--- src/rtl/uart_rx_fifo.sv ---
// uart_rx_fifo: 8N1 UART receiver with 16x oversampling and a small
// first-word-fall-through receive FIFO. Framing errors and overruns are
// reported as single-cycle pulses; a framing-error byte is never stored.
module uart_rx_fifo #(
  parameter int CLK_DIV    = 5,  // clk cycles per oversample tick
  parameter int FIFO_DEPTH = 4   // receive FIFO entries, power of two >= 2
) (
  input  logic       clk,
  input  logic       rst_n,
  input  logic       rxd,
  input  logic       rx_rd_en,
  output logic [7:0] rx_data_out,
  output logic       rx_valid,
  output logic       rx_empty,
  output logic       rx_full,
  output logic       frame_err,
  output logic       overrun
);

  localparam int DIV_W = (CLK_DIV > 1) ? $clog2(CLK_DIV) : 1;
  localparam int PTR_W = $clog2(FIFO_DEPTH);
  localparam int CNT_W = PTR_W + 1;
  localparam logic [DIV_W-1:0] DIV_LAST = DIV_W'(CLK_DIV - 1);
  localparam logic [CNT_W-1:0] FULL_CNT = CNT_W'(FIFO_DEPTH);

  typedef enum logic [2:0] {
    S_IDLE,
    S_START,
    S_DATA,
    S_STOP,
    S_BREAK
  } state_t;

  // ---------------------------------------------------------------------------
  // Input synchronizer, edge detect and start arming
  // ---------------------------------------------------------------------------
  logic       rxd_meta_q;
  logic       rs_q;
  logic       rs_prev_q;
  logic [1:0] warm_q;
  logic       armed_q;
  logic       start_det;

  // Two-flop synchronizer plus a history flop; idle-high reset values.
  always_ff @(posedge clk or negedge rst_n) begin
    if (!rst_n) begin
      rxd_meta_q <= 1'b1;
      rs_q       <= 1'b1;
      rs_prev_q  <= 1'b1;
    end else begin
      rxd_meta_q <= rxd;
      rs_q       <= rxd_meta_q;
      rs_prev_q  <= rs_q;
    end
  end

  // The synchronizer holds reset values (not the line) for two cycles after
  // release; a start is only allowed once a real high level has been seen,
  // so a line that is low at release cannot fake a falling edge.
  always_ff @(posedge clk or negedge rst_n) begin
    if (!rst_n) begin
      warm_q  <= 2'b00;
      armed_q <= 1'b0;
    end else begin
      warm_q  <= {warm_q[0], 1'b1};
      armed_q <= armed_q | (warm_q[1] & rs_q);
    end
  end

  // ---------------------------------------------------------------------------
  // Oversample tick generator, re-phased on every start detection
  // ---------------------------------------------------------------------------
  state_t           state_q, state_d;
  logic [DIV_W-1:0] div_q;
  logic             tick;

  assign start_det = (state_q == S_IDLE) && armed_q && rs_prev_q && !rs_q;
  assign tick      = (div_q == DIV_LAST);

  // Free-running divider; cleared on start so ticks align to the edge.
  always_ff @(posedge clk or negedge rst_n) begin
    if (!rst_n) begin
      div_q <= '0;
    end else if (start_det || tick) begin
      div_q <= '0;
    end else begin
      div_q <= div_q + DIV_W'(1);
    end
  end

  // ---------------------------------------------------------------------------
  // Receive FSM
  // ---------------------------------------------------------------------------
  logic [3:0] sample_cnt_q, sample_cnt_d;
  logic [2:0] bit_idx_q, bit_idx_d;
  logic [7:0] shift_q, shift_d;
  logic       push_req;
  logic       frame_err_d;
  logic       frame_err_q;

  // State, tick count, bit index and shift register.
  always_ff @(posedge clk or negedge rst_n) begin
    if (!rst_n) begin
      state_q      <= S_IDLE;
      sample_cnt_q <= 4'd0;
      bit_idx_q    <= 3'd0;
      shift_q      <= 8'h00;
      frame_err_q  <= 1'b0;
    end else begin
      state_q      <= state_d;
      sample_cnt_q <= sample_cnt_d;
      bit_idx_q    <= bit_idx_d;
      shift_q      <= shift_d;
      frame_err_q  <= frame_err_d;
    end
  end

  // Next-state logic: mid-start check at tick 8, then every 16 ticks.
  always_comb begin
    state_d      = state_q;
    sample_cnt_d = sample_cnt_q;
    bit_idx_d    = bit_idx_q;
    shift_d      = shift_q;
    push_req     = 1'b0;
    frame_err_d  = 1'b0;
    case (state_q)
      S_IDLE: begin
        if (start_det) begin
          state_d      = S_START;
          sample_cnt_d = 4'd0;
        end
      end
      S_START: begin
        if (tick) begin
          if (sample_cnt_q == 4'd7) begin
            sample_cnt_d = 4'd0;
            bit_idx_d    = 3'd0;
            // A line back high at mid start bit was only a glitch.
            state_d      = rs_q ? S_IDLE : S_DATA;
          end else begin
            sample_cnt_d = sample_cnt_q + 4'd1;
          end
        end
      end
      S_DATA: begin
        if (tick) begin
          if (sample_cnt_q == 4'd15) begin
            sample_cnt_d = 4'd0;
            shift_d      = {rs_q, shift_q[7:1]};
            if (bit_idx_q == 3'd7) begin
              state_d = S_STOP;
            end else begin
              bit_idx_d = bit_idx_q + 3'd1;
            end
          end else begin
            sample_cnt_d = sample_cnt_q + 4'd1;
          end
        end
      end
      S_STOP: begin
        if (tick) begin
          if (sample_cnt_q == 4'd15) begin
            sample_cnt_d = 4'd0;
            if (rs_q) begin
              push_req = 1'b1;
              state_d  = S_IDLE;
            end else begin
              frame_err_d = 1'b1;
              state_d     = S_BREAK;
            end
          end else begin
            sample_cnt_d = sample_cnt_q + 4'd1;
          end
        end
      end
      S_BREAK: begin
        // Hold here through a break so it is flagged only once.
        if (rs_q) begin
          state_d = S_IDLE;
        end
      end
      default: begin
        state_d = S_IDLE;
      end
    endcase
  end

  // ---------------------------------------------------------------------------
  // First-word-fall-through receive FIFO
  // ---------------------------------------------------------------------------
  logic [7:0]       mem_q [FIFO_DEPTH];
  logic [PTR_W-1:0] wr_ptr_q, wr_ptr_d;
  logic [PTR_W-1:0] rd_ptr_q, rd_ptr_d;
  logic [CNT_W-1:0] count_q, count_d;
  logic             overrun_d;
  logic             overrun_q;
  logic             fifo_full;
  logic             fifo_nonempty;
  logic             pop;
  logic             push_ok;

  assign fifo_full     = (count_q == FULL_CNT);
  assign fifo_nonempty = (count_q != '0);
  assign pop           = rx_rd_en && fifo_nonempty;
  // A simultaneous pop frees the slot, so a full FIFO still accepts the push.
  assign push_ok       = push_req && (!fifo_full || pop);

  // Pointer and occupancy update; pointers wrap naturally at FIFO_DEPTH.
  always_comb begin
    wr_ptr_d  = wr_ptr_q;
    rd_ptr_d  = rd_ptr_q;
    count_d   = count_q;
    overrun_d = push_req && fifo_full && !pop;
    if (push_ok) begin
      wr_ptr_d = wr_ptr_q + PTR_W'(1);
    end
    if (pop) begin
      rd_ptr_d = rd_ptr_q + PTR_W'(1);
    end
    case ({push_ok, pop})
      2'b10:   count_d = count_q + CNT_W'(1);
      2'b01:   count_d = count_q - CNT_W'(1);
      default: count_d = count_q;
    endcase
  end

  // FIFO control registers and the registered overrun pulse.
  always_ff @(posedge clk or negedge rst_n) begin
    if (!rst_n) begin
      wr_ptr_q  <= '0;
      rd_ptr_q  <= '0;
      count_q   <= '0;
      overrun_q <= 1'b0;
    end else begin
      wr_ptr_q  <= wr_ptr_d;
      rd_ptr_q  <= rd_ptr_d;
      count_q   <= count_d;
      overrun_q <= overrun_d;
    end
  end

  // Storage array; contents are qualified by count so need no reset.
  always_ff @(posedge clk) begin
    if (push_ok) begin
      mem_q[wr_ptr_q] <= shift_q;
    end
  end

  assign rx_data_out = fifo_nonempty ? mem_q[rd_ptr_q] : 8'h00;
  assign rx_valid    = fifo_nonempty;
  assign rx_empty    = !fifo_nonempty;
  assign rx_full     = fifo_full;
  assign frame_err   = frame_err_q;
  assign overrun     = overrun_q;

endmodule
--- config.mk ---
export PLATFORM = sky130hd
export DESIGN_NAME = uart_rx_fifo
export DESIGN_NICKNAME = d
export VERILOG_FILES = /design/src/rtl/uart_rx_fifo.sv
export SDC_FILE = /design/constraint.sdc
export NUM_CORES = 1
export LEC_CHECK = 0
export ABC_AREA = 1
export CAP_MARGIN = 40
export CORE_MARGIN = 1.5
export CORE_UTILIZATION = 40
export CTS_CLUSTER_SIZE = 30
export DETAILED_ROUTE_END_ITERATION = 8
export GPL_TIMING_DRIVEN = 0
export PLACE_DENSITY = 0.59
export SLEW_MARGIN = 20
export SYNTH_ARGS = -nofsm -noshare
export SYNTH_HDL_FRONTEND = slang
export SYNTH_SLANG_ARGS = --single-unit
--- constraint.sdc ---
create_clock -name clk -period 4.2 [get_ports clk]
set_clock_uncertainty 0.1 [all_clocks]
set_input_delay 0.84 -clock clk [delete_from_list [all_inputs] [get_ports clk]]
set_output_delay 0.84 -clock clk [all_outputs]
set_load 0.02 [all_outputs]
# After elaboration in Yosys (flattened, before gate mapping)
# Memory sizes are Yosys's and may differ from the RTL's.
# Cells that the tools add are included.
# totals
register_bits	36
ram_bits	32
in_bits	4
output_inout_bits	13
word_cells	107
mem_count	1
# memory_table
memory	depth	word_bits	rd	rd_ports_with_merged_regs	write_ports	line	rtl
mem_q	4	8	1	0	1	191	logic [7:0] mem_q [FIFO_DEPTH];
# classes
add_sub_neg	7
n_eq_ne	22
n_mux	37
n_bitwise	2
n_reduce_logical	23
# ops
op	count
3-bit two-way mux	16
4-bit two-way mux	5
2-bit inequality test, second input constant	10
3-bit one-hot mux with 5 select lines	1
3-bit == test, second input constant	4
3-bit one-hot mux with 2 select lines	2
4-bit one-hot mux with 3 select lines	1
1-bit two-way mux	10
3-bit by 1-bit adder with 3-bit output, second input constant	3
9-bit AND reduction	1
8-bit two-way mux	1
1-bit logical AND	7
3-bit by 2-bit == test with 1-bit output, second input constant	2
6-bit AND reduction	1
3-bit nonzero test	2
2-bit by 1-bit adder with 2-bit output, second input constant	2
4-bit by 1-bit adder with 4-bit output, second input constant	1
4-bit by 3-bit == test with 1-bit output, second input constant	1
4-bit == test, second input constant	1
1-bit logical NOT	4
4-bit AND reduction	1
2-bit nonzero test	2
3-bit by 1-bit == test with 1-bit output, second input constant	1
3-bit logical NOT	1
10 further kinds	11

# Logic depth before layout (Yosys ltp)
# Gate-level depths: netlist of run 1.
# depth
depth_word	7
ltp_mapped	12
mapped_depth_nobuf	11

# Worst setup path after synthesis of run 1
# Ideal clock, no wire load.
# synth_timing
kind	reg2reg
from	register count_q[1]
to	register count_q[2]
setup_time_ns	0.131
arrival_ns	2.264
required_ns	3.969
setup_slack_ns	1.705
stages_incl_launch_ff	10
path_buffers	0
period_less_slack_ns	2.495
path_cell_list	dfrtp_1 nor3_1 nand2_1 nand3_4 ha_1 inv_1 fa_1 a21oi_1 o21ai_0 xor2_1
# synth_between
elab_chain_len	6
word_cells_on_any_way	12
cone_classes	2 x add/sub; 3 x eq/ne; 1 x mux; 6 x reduce/logical
# synth_rtl
element	line	rtl
start: declaration	194	logic [CNT_W-1:0] count_q, count_d;
start signal: assignment	237	count_q <= count_d;
3-bit == test (*)	202	assign fifo_full = (count_q == FULL_CNT);
via rx_full	15	output logic rx_full,
1-bit logical NOT (*)	206	assign push_ok = push_req && (!fifo_full || pop);
1-bit logical OR (*)	206	
1-bit logical AND (*)	206	
2-bit by 1-bit == test with 1-bit output or 2-bit == test (tied branches)	220	case ({push_ok, pop})
3-bit one-hot mux with 2 select lines or 2-bit nonzero test (tied branches)	n/a	
# Mark *: on every way through the listed nets, which the timed path passes. The rest lies on a longest branch.
# A chain may end at the register's enable or synchronous reset.

# Final worst setup path of run 1
# layout_timing
from	register rd_ptr_q[0]
to	output port rx_data_out[7]
# layout_between
elab_chain_len	2
# layout_rtl
element	line	rtl
start: declaration	193	logic [PTR_W-1:0] rd_ptr_q, rd_ptr_d;
start signal: assignment	236	rd_ptr_q <= rd_ptr_d;
memory read 4 x 8 bit	n/a	
8-bit two-way mux	249	assign rx_data_out = fifo_nonempty ? mem_q[rd_ptr_q] : 8'h00;
end: declaration	12	output logic [7:0] rx_data_out,
# No other way between the ends.

==> metrics.md, run 1 <==
| Metric | Value |
|---|---|
| Status | `finished, final reports clean` |
| PostCTS Resize Cnt | `0` |
| Setup TNS | `0 ns` |
| Post-Syn Area per Cell | `10.4 µm²` |
| Hold/Removal Path Class | `reg -> reg` |
| Nets | `345` |
| Die width | `91.5 µm` |
| Largest net degree at the start of global routing | `26` |
| Main flop type after synthesis | `dfrtp_1` |
| Worst-Margin Slew | `0.755 ns` |
| Worst Path Arrival | `2.31 ns` |
| Share of cells above drive strength 1 | `0.179` |
| Post-synthesis instance total | `300` |
| DR pass1 iterations | `5` |
| Share of the yosys chip area belonging to registers | `0.596` |
| Startpoint types | `register` |
| Post-CTS Setup Bufs | `0` |
| Area Growth Syn to Fin | `16.5%` |
| Die height | `91.5 µm` |
| Async S/R FF share, synth | `0.529` |
| Fin. max-slew vios | `0` |
| Overall Power | `approximately 2200 µW` |
| Endpoints failing setup | `0` |
| Syn_nets | `315` |
| GRT Util Overall | `0.149` |
| Synth top area cells | `edfxtp_1 (31%), dfrtp_1 (26%), nor2_1 (6.2%)` |
| Vias in the first global route | `1978` |
| #FFs+latches synth | `68` |
| Relative slew slack | `0.495` |
| Top cell type by total area after synthesis | `edfxtp_1` |
| Vias/cell | `4.60` |
| Leak | `between 0.0015 and 0.002 µW` |
| Shortest period the worst path allows | `3.25 ns` |
| WP data required | `3.26 ns` |
| IO Count | `17` |
| Clock buffer count from CTS | `9` |
| Number of synthesized flops with an enable pin | `32` |
| Global-route wire length before repair | `9.50 mm` |
| CTS tree | `done` |
| Reg clk slew, reported paths | `0.08 ns` |
| Count of final hold-check violations | `0` |
| Detailed Route Iter0 Violations | `95` |
| DRC Markers | `0` |
| Final core area utilization | `0.477` |
| Antenna violations before repair | `0` |
| Dpl hpwl | `~3.7 mm` |
| GPL Wtd Cong | `0.774` |
| Max Clock Freq | `307 MHz` |
| Max rail drop VDD | `0.291 mV` |
| Cell chosen for the clock root | `clkbuf_8` |
| Diode count | `0` |
| Final period utilization | `0.775` |
| Core box area | `7650 µm²` |
| CTS max path bufs | `2` |
| Placed instance area | `around 3400 µm²` |
| Row count | `32` |
| Clk Latency, worst-skew pair | `0.34 ns` |
| Die area | `about 8400 µm²` |
| Yosys top cell area share | `0.307` |
| Final non-filler cell total | `437` |
| Final ANT Viol Nets | `0` |
| Unrepaired setup endpoints after global routing | `false` |
| Post-synthesis cell type count | `34` |
| Netlist Area Pre-Place | `3130 µm²` |
| WL/cell | `approximately 12 µm` |
| Port Buffers | `16` |
| Pwr dens | `615 nW/µm²` |
| Clock Sink Count | `68` |
| Initial Utilization | `0.410` |
| Final wirelength | `around 5.4 mm` |
| H-Tree Depth | `3` |
| Crit Path Max Fanout | `10` |
| Gr ovfl total | `0` |
| Critical path type | `reg -> out` |
| Placed cells | `419` |
| Via count | `2009` |
| Max_cap viols | `0` |
| Worst setup EP type | `primary output` |
| Design area | `~3600 µm²` |
| Ys Warns | `0` |
| Hold_buf cts | `0` |
-- metrics by stage --
step / setup WS (ns) / hold WS, ns
6_report: 0.945 / 0.251
5_1_grt: 0.741 / 0.260
4_1_cts: 0.881 / 0.254
3_5_place_dp: 1.27 / 0.235
3_3_place_gp: 1.27 / 0.235
2_1_floorplan: 1.70 / 0.231
-- power breakdown --
part	total (µW)	switching [µW]	internal, µW
Sequential	818	57.4	761
Combinational	887	542	345
Clock	539	263	277
Total	2240	862	1380
-- worst max-delay path: stages, from the launching register on --
cell	delay [ns]
dfrtp_1	0.36
buf_2	0.19
inv_2	0.14
clkbuf_1	0.32
o21ai_0	0.15
a21oi_1	0.18
clkdlybuf4s50_1	0.63
-- routing by layer --
layer,vias to the layer above,routed length [µm],GRT usage,share of wire
met1,919,2490,0.183,0.46
met3,7,163,0.0352,0.030
met5,-,0,0,0
li1,1048,-,-,-
met2,35,2650,0.242,0.49
met4,0,84,0.0794,0.016
-- cells by family (layout without fill, tap and decap cells) --
logic type,count (synthesis),in the layout,synth area share
AO/OA/AOI/OAI,42,42,0.0779
flip-flops,68,68,0.596
XOR/XNOR,7,7,0.0196
buffers and inverters,41,76,0.0539
other,1,1,0.00120
AND/OR/NAND/NOR,130,130,0.205
adder cells (fa/ha/maj),11,11,0.0463
-- final cells by class --
type	instances	area, µm²
buffer	7	41.3
clock buffer	9	124
clock inverter	7	76.3
fill	711	4000
inverter	34	128
multi-input combinational	191	1100
sequential	68	1870
tap	102	128
timing repair buffer	19	190
-- cells in the mapped netlist (6+ instances only) --
library cell / instances
nor2_1: 52
nand2_1: 41
dfrtp_1: 33
edfxtp_1: 32
inv_1: 27
o21ai_0: 20
nand3_1: 11
a21oi_1: 10
ha_1: 10
inv_2: 6
o21ai_2: 6
-- cells in the final DEF (no fill, tap or decap), types with 4 or more instances in the layout --
master,count
nand3_1,11
nand2_1,41
o21ai_2,6
clkdlybuf4s50_1,15
clkbuf_8,9
dfrtp_1,33
inv_1,27
edfxtp_1,32
buf_2,4
a21oi_1,10
inv_2,6
nor2_4,4
nand2_2,4
ha_1,10
xor2_1,4
nor2_1,52
o21ai_0,20
-- flip-flops by register name (all words and copies together), names as in the netlist --
name / flops
rs_q: 1
frame_err: 1
shift_q: 8
mem_q: 32
overrun: 1
rxd_meta_q: 1
rs_prev_q: 1
state_q: 3
bit_idx_q: 3
armed_q: 1
sample_cnt_q: 4
rd_ptr_q: 2
warm_q: 2
wr_ptr_q: 2
count_q: 3
div_q: 3
-- worst paths after layout --
path                                       from             end  slack, ns  cells after the start
worst min register to register        warm_q[0]       warm_q[1]       0.25                      0
min in group asynchronous                 rst_n       warm_q[0]       0.28                      1
worst max-delay path                rd_ptr_q[0]  rx_data_out[7]       0.95                      6
worst max register to register  sample_cnt_q[0]      count_q[2]       1.98                     10
max in group asynchronous                 rst_n       rs_prev_q       3.22                      2
worst min-delay path                  warm_q[0]       warm_q[1]       0.25                      0
Note: power is estimated with default switching activity, not from simulation.
==> run 2: changes to the inputs <==
==> constraint.sdc (replaced) <==
create_clock -name clk -period 3.25 [get_ports clk]
set_clock_uncertainty 0.1 [all_clocks]
set_input_delay 0.65 -clock clk [delete_from_list [all_inputs] [get_ports clk]]
set_output_delay 0.65 -clock clk [all_outputs]
set_load 0.02 [all_outputs]
==> run 2 against run 1 <==
  * Register-to-register slack worse by 0.95 ns
  * Cell count decreased by 0.23%
  * Non-clock buffer count down 1
  * Via count shrank 0.25%
  * Worst setup slack got worse by 0.66 ns
  * Die area unchanged
  * Clock power up 29%
  * Routed wire length fell by 0.33%
  * Worst hold slack got worse by 0.16 ns
==> metrics.md, run 2 (same netlist as run 1, synthesis figures left out) <==
| Metric | Value |
|---|---|
| Crit path buffers/inverters | `3 (was 4)` |
| R2R Path End | `count_q[2] (unchanged)` |
| Setup TNS | `0 ns (unchanged)` |
| CP top delay family | `buffers and inverters (unchanged)` |
| Max FFs per register | `32 (unchanged)` |
| CTS tree | `done (unchanged)` |
| DR pass1 iterations | `5 (unchanged)` |
| GRT Util Overall | `0.149 (unchanged)` |
| CP peak stage delay | `0.63 ns (about the same)` |
| Core box area | `7650 µm² (unchanged)` |
| Critical Path Stages | `6 (unchanged)` |
| Share of cells above drive strength 1 | `0.180 (was 0.179)` |
| Initial Utilization | `0.410 (unchanged)` |
| Count of final hold-check violations | `0 (unchanged)` |
| WP data required | `2.50 ns (was 3.26 ns)` |
| Via count | `2004 (was 2009)` |
| Crit Path Max Fanout | `9 (was 10)` |
| Final core area utilization | `0.477 (about the same)` |
| Net Sw Power | `1110 µW (was 862 µW)` |
| H-Tree Depth | `3 (unchanged)` |
| Fin. max-slew vios | `0 (unchanged)` |
| WHS | `0.0873 ns (was 0.251 ns)` |
| Endpoints failing setup | `0 (unchanged)` |
| Placed cells | `419 (unchanged)` |
| DRC Markers | `0 (unchanged)` |
| Cell chosen for the clock root | `clkbuf_8 (unchanged)` |
| Hold/Removal Path Class | `in -> async (was reg -> reg)` |
| Reg clk slew, reported paths | `0.08 ns (about the same)` |
| Gr ovfl total | `0 (unchanged)` |
| Vias in the first global route | `1978 (unchanged)` |
| Sequential power share | `0.365 (about the same)` |
| Slowest-stage cell, CP | `clkdlybuf4s50_1 (unchanged)` |
| Biggest regs | `mem_q x32, shift_q x8, sample_cnt_q x4 (unchanged)` |
| Final period utilization | `0.911` |
| Hold_buf cts | `0 (unchanged)` |
| Clock Power Share | `0.241 (was 0.240)` |
| Clock buffer count from CTS | `9 (unchanged)` |
| CTS max path bufs | `2 (unchanged)` |
| IO Count | `17 (unchanged)` |
| Clk Latency, worst-skew pair | `0.34 ns (about the same)` |
| Shortest period the worst path allows | `a little under 3 ns` |
| Worst-Margin Slew | `0.752 ns (was 0.755 ns)` |
| Combinational Power Share | `0.394 (was 0.395)` |
| GPL Wtd Cong | `0.774 (unchanged)` |
| Die area | `8370 µm² (unchanged)` |
| Worst setup EP type | `primary output (unchanged)` |
| Final wirelength | `5.36 mm (was 5.38 mm)` |
| WL/cell | `12.3 µm (about the same)` |
| Nets | `344 (was 345)` |
| Reg with most FFs | `mem_q (unchanged)` |
| Status | `finished, final reports clean (unchanged)` |
| Critical path type | `reg -> out (unchanged)` |
| Max rail drop VDD | `0.376 mV (was 0.291 mV)` |
| Largest net degree at the start of global routing | `26 (unchanged)` |
| Cell Int Power | `1780 µW (was 1380 µW)` |
| Crit path cell chain | `buf_2 > clkinv_1 > nor2_1 > o21ai_0 > a21oi_1 > clkdlybuf4s50_1 (was buf_2 > inv_2 > clkbuf_1 > o21ai_0 > a21oi_1 > clkdlybuf4s50_1)` |
| Most frequent cells in the layout | `nor2_1 (52), nand2_1 (41), dfrtp_1 (33), edfxtp_1 (32), inv_1 (27) (unchanged)` |
| Worst Reg-to-Reg Cells | `10 (unchanged)` |
| Port Buffers | `16 (unchanged)` |
| FF-to-FF Start | `sample_cnt_q[0] (unchanged)` |
| Diode count | `0 (unchanged)` |
| Final ANT Viol Nets | `0 (unchanged)` |
| Antenna violations before repair | `0 (unchanged)` |
| Vias/cell | `4.60 (about the same)` |
| Worst Path Arrival | `2.21 ns (was 2.31 ns)` |
| Startpoint types | `register (unchanged)` |
| Detailed Route Iter0 Violations | `93 (was 95)` |
| Max_cap viols | `0 (unchanged)` |
| Row count | `32 (unchanged)` |
| Global-route wire length before repair | `9.50 mm (unchanged)` |
| Most common cell after layout, fill and taps aside | `nor2_1 (unchanged)` |
| Sw Ratio | `0.384 (about the same)` |
| Relative slew slack | `0.497 (was 0.495)` |
| Dpl hpwl | `3.71 mm (unchanged)` |
| Unrepaired setup endpoints after global routing | `false (unchanged)` |
| Pwr dens | `794 nW/µm² (was 615 nW/µm²)` |
| Post-CTS Setup Bufs | `0 (unchanged)` |
| Max Clock Freq | `338 MHz` |
| Area Growth Syn to Fin | `16.4% (was 16.5%)` |
| Die height | `91.5 µm (unchanged)` |
| R2R Setup Slk | `1.03 ns (was 1.98 ns)` |
| Clock Sink Count | `68 (unchanged)` |
| Leak | `0.00155 µW (about the same)` |
| PostCTS Resize Cnt | `0 (unchanged)` |
| Final non-filler cell total | `436 (was 437)` |
| Die width | `91.5 µm (unchanged)` |
run 2: metrics by stage:
stage | setup WS, ns | area (µm²) | power (µW)
floorplan | 0.755 | 3130 | 1860
global placement | 0.508 | 3420 | 2210
detailed placement | 0.507 | 3430 | 2240
CTS | 0.121 | 3630 | 2940
global route | 0.0775 | 3650 | 3130
finish | 0.290 | 3650 | 2900
run 2: layer usage:
layer | track usage | wire [µm]
met4 | 0.0794 | 84
met5 | 0 | 0
met1 | 0.183 | 2490
met3 | 0.0352 | 158
met2 | 0.242 | 2630
run 2: final cells by class:
| class | instances | area (µm²) |
|---|---|---|
| timing repair buffer | 19 | 190 |
| buffer | 6 | 37.5 |
| multi-input combinational | 191 | 1100 |
| sequential | 68 | 1870 |
| fill | 713 | 4000 |
| inverter | 34 | 128 |
| tap | 102 | 128 |
| clock inverter | 7 | 76.3 |
| clock buffer | 9 | 124 |
run 2: worst register-to-register path, delay by kind of cell (launching register included):
| kind | cells | cell delay, ns |
|---|---|---|
| buffers and inverters | 1 | 0.07 |
| XOR/XNOR | 1 | 0.15 |
| AND/OR/NAND/NOR | 3 | 0.31 |
| flip-flops | 1 | 0.41 |
| adder cells (fa/ha/maj) | 3 | 0.81 |
| AO/OA/AOI/OAI | 2 | 0.25 |
run 2: power groups by stage:
stage | clock (µW) | combinational (µW) | sequential (µW)
2_1_floorplan | 0 | 803 | 1060
3_3_place_gp | 0 | 1140 | 1070
3_5_place_dp | 0 | 1160 | 1070
4_1_cts | 720 | 1170 | 1060
5_1_grt | 765 | 1290 | 1070
6_report | 698 | 1140 | 1060
run 2: how the worst max path moves through the flow:
stage	startpoint	end	slack [ns]
global placement	rd_ptr_q[0]	rx_data_out[7]	0.51
detailed placement	rd_ptr_q[0]	rx_data_out[7]	0.51
CTS	rd_ptr_q[0]	rx_data_out[7]	0.12
global route	rd_ptr_q[1]	rx_data_out[0]	0.08
floorplan	count_q[1]	count_q[2]	0.75
finish	rd_ptr_q[1]	rx_data_out[7]	0.29
